### src/rtl/rv_lsu.sv
// Load/store unit: one byte/half/word access per transaction over a word-wide
// memory handshake, with alignment/funct3 checks and a WAIT-state timeout.
module rv_lsu #(
   parameter int unsigned TIMEOUT = 16
) (
   input  logic        clk,
   input  logic        rst,
   input  logic        req_valid,
   output logic        req_ready,
   input  logic        req_write,
   input  logic [2:0]  req_funct3,
   input  logic [31:0] req_addr,
   input  logic [31:0] req_wdata,
   output logic        resp_valid,
   output logic [31:0] resp_rdata,
   output logic [1:0]  resp_err,
   output logic [31:0] mem_addr,
   output logic [31:0] mem_wdata,
   output logic [3:0]  mem_wstrb,
   output logic        mem_write,
   output logic        mem_addr_ready,
   input  logic [31:0] mem_rdata,
   input  logic        mem_data_ready
);

   typedef enum logic [1:0] {S_IDLE, S_REQ, S_WAIT, S_RESP} state_t;

   state_t      r_state, w_next;
   logic        r_ready, r_resp_valid, r_mem_write, r_addr_rdy, r_write;
   logic [2:0]  r_funct3;
   logic [1:0]  r_off, r_err;
   logic [7:0]  r_cnt;
   logic [31:0] r_rdata, r_mem_addr, r_mem_wdata;
   logic [3:0]  r_mem_wstrb;

   logic        w_accept, w_illegal, w_misal, w_timeout;
   logic [7:0]  w_cnt_inc;
   logic [31:0] w_shift, w_ext, w_st_data;
   logic [3:0]  w_st_strb;

   always_comb begin
      w_illegal = 1'b1;
      case (req_funct3)
         3'b000, 3'b001, 3'b010: w_illegal = 1'b0;
         3'b100, 3'b101:         w_illegal = req_write;
         default:                w_illegal = 1'b1;
      endcase
      w_misal = ((req_funct3[1:0] == 2'b01) && req_addr[0]) ||
                ((req_funct3[1:0] == 2'b10) && (req_addr[1:0] != 2'b00));

      case (req_funct3[1:0])
         2'b00: begin
            w_st_strb = 4'b0001 << req_addr[1:0];
            w_st_data = {4{req_wdata[7:0]}};
         end
         2'b01: begin
            w_st_strb = 4'b0011 << req_addr[1:0];
            w_st_data = {2{req_wdata[15:0]}};
         end
         default: begin
            w_st_strb = 4'b1111;
            w_st_data = req_wdata;
         end
      endcase
      if (!req_write) begin
         w_st_strb = '0;
         w_st_data = '0;
      end

      w_shift = mem_rdata >> {r_off, 3'b000};
      case (r_funct3)
         3'b000:  w_ext = {{24{w_shift[7]}},  w_shift[7:0]};
         3'b001:  w_ext = {{16{w_shift[15]}}, w_shift[15:0]};
         3'b100:  w_ext = {24'd0, w_shift[7:0]};
         3'b101:  w_ext = {16'd0, w_shift[15:0]};
         default: w_ext = w_shift;
      endcase

      w_cnt_inc = r_cnt + 8'd1;
      w_accept  = (r_state == S_IDLE) && r_ready && req_valid;
      w_timeout = (r_state == S_WAIT) && !mem_data_ready && (w_cnt_inc == 8'(TIMEOUT));

      w_next = r_state;
      case (r_state)
         S_IDLE: if (w_accept) w_next = (w_illegal || w_misal) ? S_RESP : S_REQ;
         S_REQ:  w_next = S_WAIT;
         S_WAIT: if (mem_data_ready || w_timeout) w_next = S_RESP;
         S_RESP: w_next = S_IDLE;
         default: w_next = S_IDLE;
      endcase
   end

   // Strobe-type outputs are registered from w_next so they line up with the state they belong to.
   always_ff @(posedge clk or negedge rst) begin
      if (!rst) begin
         r_state      <= S_IDLE;
         r_ready      <= 1'b0;
         r_resp_valid <= 1'b0;
         r_mem_write  <= 1'b0;
         r_addr_rdy   <= 1'b0;
         r_write      <= 1'b0;
         r_funct3     <= '0;
         r_off        <= '0;
         r_err        <= '0;
         r_cnt        <= '0;
         r_rdata      <= '0;
         r_mem_addr   <= '0;
         r_mem_wdata  <= '0;
         r_mem_wstrb  <= '0;
      end else begin
         r_state      <= w_next;
         r_ready      <= (w_next == S_IDLE);
         r_resp_valid <= (w_next == S_RESP);
         r_addr_rdy   <= (w_next == S_REQ);
         r_mem_write  <= (w_next == S_REQ) && req_write;
         case (r_state)
            S_IDLE: if (w_accept) begin
               r_write  <= req_write;
               r_funct3 <= req_funct3;
               r_off    <= req_addr[1:0];
               r_cnt    <= '0;
               if (w_illegal || w_misal) begin
                  r_rdata <= '0;
                  r_err   <= w_illegal ? 2'b10 : 2'b01;
               end else begin
                  r_mem_addr  <= {req_addr[31:2], 2'b00};
                  r_mem_wstrb <= w_st_strb;
                  r_mem_wdata <= w_st_data;
               end
            end
            S_WAIT: begin
               if (mem_data_ready) begin
                  r_rdata <= r_write ? '0 : w_ext;
                  r_err   <= 2'b00;
               end else begin
                  r_cnt <= w_cnt_inc;
                  if (w_timeout) begin
                     r_rdata <= '0;
                     r_err   <= 2'b11;
                  end
               end
            end
            S_RESP: r_cnt <= '0;
            default: ;
         endcase
      end
   end

   assign req_ready      = r_ready;
   assign resp_valid     = r_resp_valid;
   assign resp_rdata     = r_rdata;
   assign resp_err       = r_err;
   assign mem_addr       = r_mem_addr;
   assign mem_wdata      = r_mem_wdata;
   assign mem_wstrb      = r_mem_wstrb;
   assign mem_write      = r_mem_write;
   assign mem_addr_ready = r_addr_rdy;

endmodule

### config.mk
export PLATFORM = sky130hd
export DESIGN_NAME = rv_lsu
export DESIGN_NICKNAME = d
export VERILOG_FILES = /design/src/rtl/rv_lsu.sv
export SDC_FILE = /design/constraint.sdc
export NUM_CORES = 1
export LEC_CHECK = 0
export ABC_AREA = 1
export CAP_MARGIN = 20
export CELL_PAD_IN_SITES_DETAIL_PLACEMENT = 1
export CELL_PAD_IN_SITES_GLOBAL_PLACEMENT = 2
export CORE_MARGIN = 2
export CORE_UTILIZATION = 25
export DETAILED_ROUTE_END_ITERATION = 12
export PLACE_DENSITY_LB_ADDON = 0.1
export SETUP_SLACK_MARGIN = 0.2
export SYNTH_ARGS = -nofsm -noshare
export SYNTH_HDL_FRONTEND = slang
export SYNTH_SLANG_ARGS = --single-unit
### constraint.sdc
create_clock -name clk -period 2.2 [get_ports clk]
set_input_delay 0.33 -clock clk [delete_from_list [all_inputs] [get_ports clk]]
set_output_delay 0.33 -clock clk [all_outputs]
set_load 0.01 [all_outputs]
# == Word-level counts from Yosys, hierarchy flattened ==
# Cells that the tools add are included.
# op_classes
addsub,1
n_mul,0
div,0
n_lt_le_gt_ge,0
eq_ne,19
shifts,3
muxes,25
n_bitwise,1
reduce_logical,25
# ops
op,n
32-bit two-way mux,6
32-bit one-hot mux with 2 select lines,2
32-bit one-hot mux with 4 select lines,1
32-bit by 5-bit right shift with 32-bit output,1
8-bit one-hot mux with 3 select lines,1
2-bit two-way mux,8
8-bit two-way mux,2
3-bit equality test (second input constant),4
8-bit by 1-bit adder with 8-bit output (second input constant),1
2-bit equality test (second input constant),4
8-bit by 5-bit equality test with 1-bit output (second input constant),1
2-bit one-hot mux with 4 select lines,1
4-bit one-hot mux with 2 select lines,1
1-bit logical AND,7
2-bit by 1-bit equality test with 1-bit output (second input constant),3
3-bit by 1-bit equality test with 1-bit output (second input constant),2
2-bit logical NOT,3
3-bit logical NOT,2
3-bit AND reduction,2
4-bit two-way mux,1
2-bit != test (second input constant),2
2-bit one-hot mux with 2 select lines,1
4-bit AND reduction,1
2-bit nonzero test,2
other kinds (13),15
# totals
reg_bits,120
latch_bits,0
mem_bits_rw,0
rom_bits,0
elab_cells,88
mem_count,0

# == Depth between registers and ports, before layout ==
# logic_depth
word_depth,9
mapped_depth,14
depth_no_buf,14

# == Least setup slack after synthesis ==
# OpenSTA, ideal clock, no wires.
# synth_path
path_kind,register to register
from,register r_state[0]
to,register r_cnt[0]
setup_ns,0.145
arrival_time_ns,1.588
required_ns,2.055
slack_ns,0.467
stages_incl_launch_ff,8
n_path_buf,0
synth_period_minus_slack_ns,1.733
cell_sequence,dfrtp_1 -> inv_1 -> ha_1 -> nand3_1 -> inv_1 -> nor2_1 -> nor3b_1 -> o21ai_0
# synth_via
elab_chain_cells,5
word_cells_on_any_way,10
# synth_rtl
element,line_no,source
from (decl),28,"state_t r_state, w_next;"
from (signal assigned),111,r_state <= w_next;
2-bit logical NOT,"80, 116",
1-bit logical AND (2 in series),80,w_accept = (r_state == S_IDLE) && r_ready && req_valid;
2-bit != test (no source line),--,
3-bit AND reduction (no source line),--,
to (signal assigned),136,r_cnt <= w_cnt_inc;
to (decl),32,logic [7:0] r_cnt;
# Several ways; a longest one is shown, not always the timed one.
# A chain may end at the register's enable or synchronous reset.

# == Worst setup path in the final report ==
# layout_path
from,register r_state[1]
to,"register r_rdata[8], in the netlist resp_rdata[8]"
# layout_via
elab_chain_cells,5
word_cells_on_any_way,12
# layout_rtl
element,line_no,source
2-bit equality test / 2-bit logical NOT (equally long branches),"81, 116, 80",
1-bit logical AND (on tied branches) (2 in series),"81, 80",
3-bit != test (no source line) / 2-bit != test (equally long branches),--,
4-bit AND reduction (no source line),--,
to (signal assigned),133,r_rdata <= r_write ? '0 : w_ext;
to (decl),33,"logic [31:0] r_rdata, r_mem_addr, r_mem_wdata;"
# Several ways; a longest one is shown, not always the timed one.

==> flow_metrics.env <==
export IMPL_hp_class="in2async"
export IMPL_clk_latency_ns=0.41
export IMPL_final_hold_viol_count=0
export IMPL_worstPathRequired_ns=2.50
export IMPL_top_level_ports=210
export IMPL_timing_rr_start="r_state[1]"
export IMPL_crit_path_end_kind="flip-flop"
export IMPL_antenna_found_initial=0
export IMPL_max_freq_ghz=0.5224
export IMPL_min_period_over_period_pct=87.01
export IMPL_cts_tree="built"
export IMPL_antenna_cells=0
export IMPL_clock_sinks=120
export IMPL_drt_total_wl_mm=21.56
export IMPL_via_count=5957
export IMPL_fin_util_pct=39.80
export IMPL_layout_commonest_cell="nand2_1"
export IMPL_ant_nets=0
export IMPL_post_route_drc_count=0
export IMPL_grt_max_degree=67
export IMPL_area_growth_pct=56.99
export IMPL_grt_pass1_vias=6360
export IMPL_status="completed"
export IMPL_die_y_um=157.8
export IMPL_timing_max_cap_violations=0
export IMPL_synth_cells=758
export IMPL_slew_headroom_pct=63.95
export IMPL_grt_pass1_wl_mm=32.93
export IMPL_fin_crit_ns=1.914
export IMPL_power_density_nw_per_um2=1286
export IMPL_grt_ovfl_total=0
export IMPL_synth_warnings=0
export IMPL_place_ws_ns=-0.03105
export IMPL_rsz0062_at_grt="yes"
export IMPL_drive_gt1_share_pct=11.19
export IMPL_first_pass_iters=4
export IMPL_die_area_um2=24900
export IMPL_critical_path_class="reg2reg"
export IMPL_io_buffers=207
export IMPL_async_flop_share_pct=100.0
export IMPL_cts_root_buf="clkbuf_16"
export IMPL_netlist_area_um2=5914
export IMPL_leakagePower_nw=4.251
export IMPL_gp_congestion=0.8111
export IMPL_coreArea_um2=23330
export IMPL_placed_cell_area_um2=8471
export IMPL_rows=56
export IMPL_floorplan_initialDensity_pct=25.35
export IMPL_worstSetupStartpointType="flip-flop"
export IMPL_viasPerCell=4.513
export IMPL_fin_skew_ns=0.008962
export IMPL_final_area_um2=9285
export IMPL_clockBufferDepth=2
export IMPL_final_cell_mix="nand2_1, clkdlybuf4s50_1, dfrtp_1"
export IMPL_dp_hpwl_mm=16.04
export IMPL_finalWorstSetupSlack_ns=0.2858
export IMPL_grt_usage_pct=17.13
export IMPL_synth_edf_count=0
export IMPL_holdWs_ns=0.4319
export IMPL_slew_violations=0
export IMPL_seq_area_frac_synth_pct=50.77
export IMPL_p_total_mw=11.94
export IMPL_routedWlPerCell_um=16.34
export IMPL_drt_iter0_drc=185
export IMPL_synth_avg_cell_area_um2=7.803
export IMPL_htree_levels=4
export IMPL_cts_clk_slew_worst_paths_ns=0.06
export IMPL_ys_ff_latch=120
export IMPL_synth_main_ff_cell="dfrtp_1"
export IMPL_fp_dieW_um=157.8
export IMPL_nets=1097
export IMPL_worst_slew_pin_slew_ns=0.5384
export IMPL_ir_drop_v=0.0005245
export IMPL_numCtsBuffers=17
export IMPL_crit_start="r_state[1]"
export IMPL_cp_data_arrival_time_ns=2.22
export IMPL_path_max_fanout=13
export IMPL_synth_distinct_cells=36
export IMPL_setup_viol=0
## power breakdown
part	leakage [nW]	switching, mW	internal (mW)
Sequential	1.59	0.534	3.09
Combinational	2.37	2.85	2.61
Clock	0.287	1.07	1.79
Total	4.25	4.45	7.49
## worst max-delay path: stages (launching register included)
cell       delay, ns
dfrtp_1         0.43
inv_1           0.16
ha_4            0.18
nand3_1         0.10
inv_1           0.10
buf_4           0.13
nand2_1         0.11
o21ai_4         0.14
nand2_8         0.13
clkbuf_16       0.20
nand2_1         0.07
o21ai_2         0.05
## final timing paths
check / endpoint / slack [ns] / depth (start not counted)
min in group clk: mem_addr[26] / 0.46 / 3
worst min-delay path: resp_rdata[12] / 0.43 / 2
max in group asynchronous: resp_rdata[22] / 1.10 / 3
worst min register to register: mem_addr[17] / 0.47 / 2
worst max register to register: resp_rdata[8] / 0.29 / 11
worst max-delay path: resp_rdata[8] / 0.29 / 11
## layout make-up
type / instances / area, µm²
Clock buffer: 18 / 429.2
Clock inverter: 14 / 175.2
Fill cell: 2758 / 14050
Inverter: 50 / 197.7
Multi-Input combinational cell: 551 / 2609
Sequential cell: 120 / 3003
Tap cell: 319 / 399.1
Timing Repair Buffer: 248 / 2472
## metal layers
layer	track usage [%]	up-vias	part of all wire, %	wire [µm]
met1	20.14	2904	42	9029
li1	-	2894	-	-
met3	6.324	15	7.3	1578
met4	4.459	0	1.2	259
met2	29.46	144	50	10700
met5	0	-	0	0
## cell usage after synthesis (3+ instances only)
library cell  number  area share, %
nor2_1            36            2.3
dfrtp_1          120             51
buf_6              4           0.76
buf_2             11           0.93
inv_1             43            2.7
nand3_1           29            2.5
o221ai_1           8            1.2
o21ai_0           75            6.3
inv_2              3           0.19
o21ai_2            8            1.2
nand2_1          317             20
buf_4              5           0.63
clkbuf_1          19            1.2
o21ai_1           23            1.9
a21oi_1           27            2.3
ha_1               5            1.1
## state kept, by name (all words and copies together) (netlist names), 2 cells and up
signal,cells
resp_err,2
mem_wstrb,4
mem_wdata,32
mem_addr,30
r_state,2
r_funct3,3
r_cnt,8
r_off,2
resp_rdata,32
## through the flow
| step | TNS [ns] | cells |
|---|---|---|
| finish | 0 | 1320 |
| global route | 0 | 1320 |
| CTS | 0 | 1314 |
| detailed placement | -0.1149 | 1275 |
| global placement | 0 | 1275 |
| floorplan | 0 | 759 |
## cells by family (layout without fill, tap and decap cells)
kind of cell	after synthesis	count (layout)	synth area share, %
adders and majority gates	5	5	1.058
and+or+nand+nor	394	395	26.72
AOI/OAI and AO/OA	147	147	14.26
buffers and inverters	89	330	6.833
other	1	2	0.06340
DFF	120	120	50.77
xor gates and xnor gates	2	2	0.2962
## what timing repair did
action                                  4_1_cts  5_1_grt
gates cloned                                  0        2
hold endpoints to repair                     29        0
resized for setup                             7       13
buffers inserted                              6        4
hold buffers                                  1        0
pin swaps                                     1        6
endpoints found under the setup margin       38       31
Note: power is estimated with default switching activity, not from simulation.
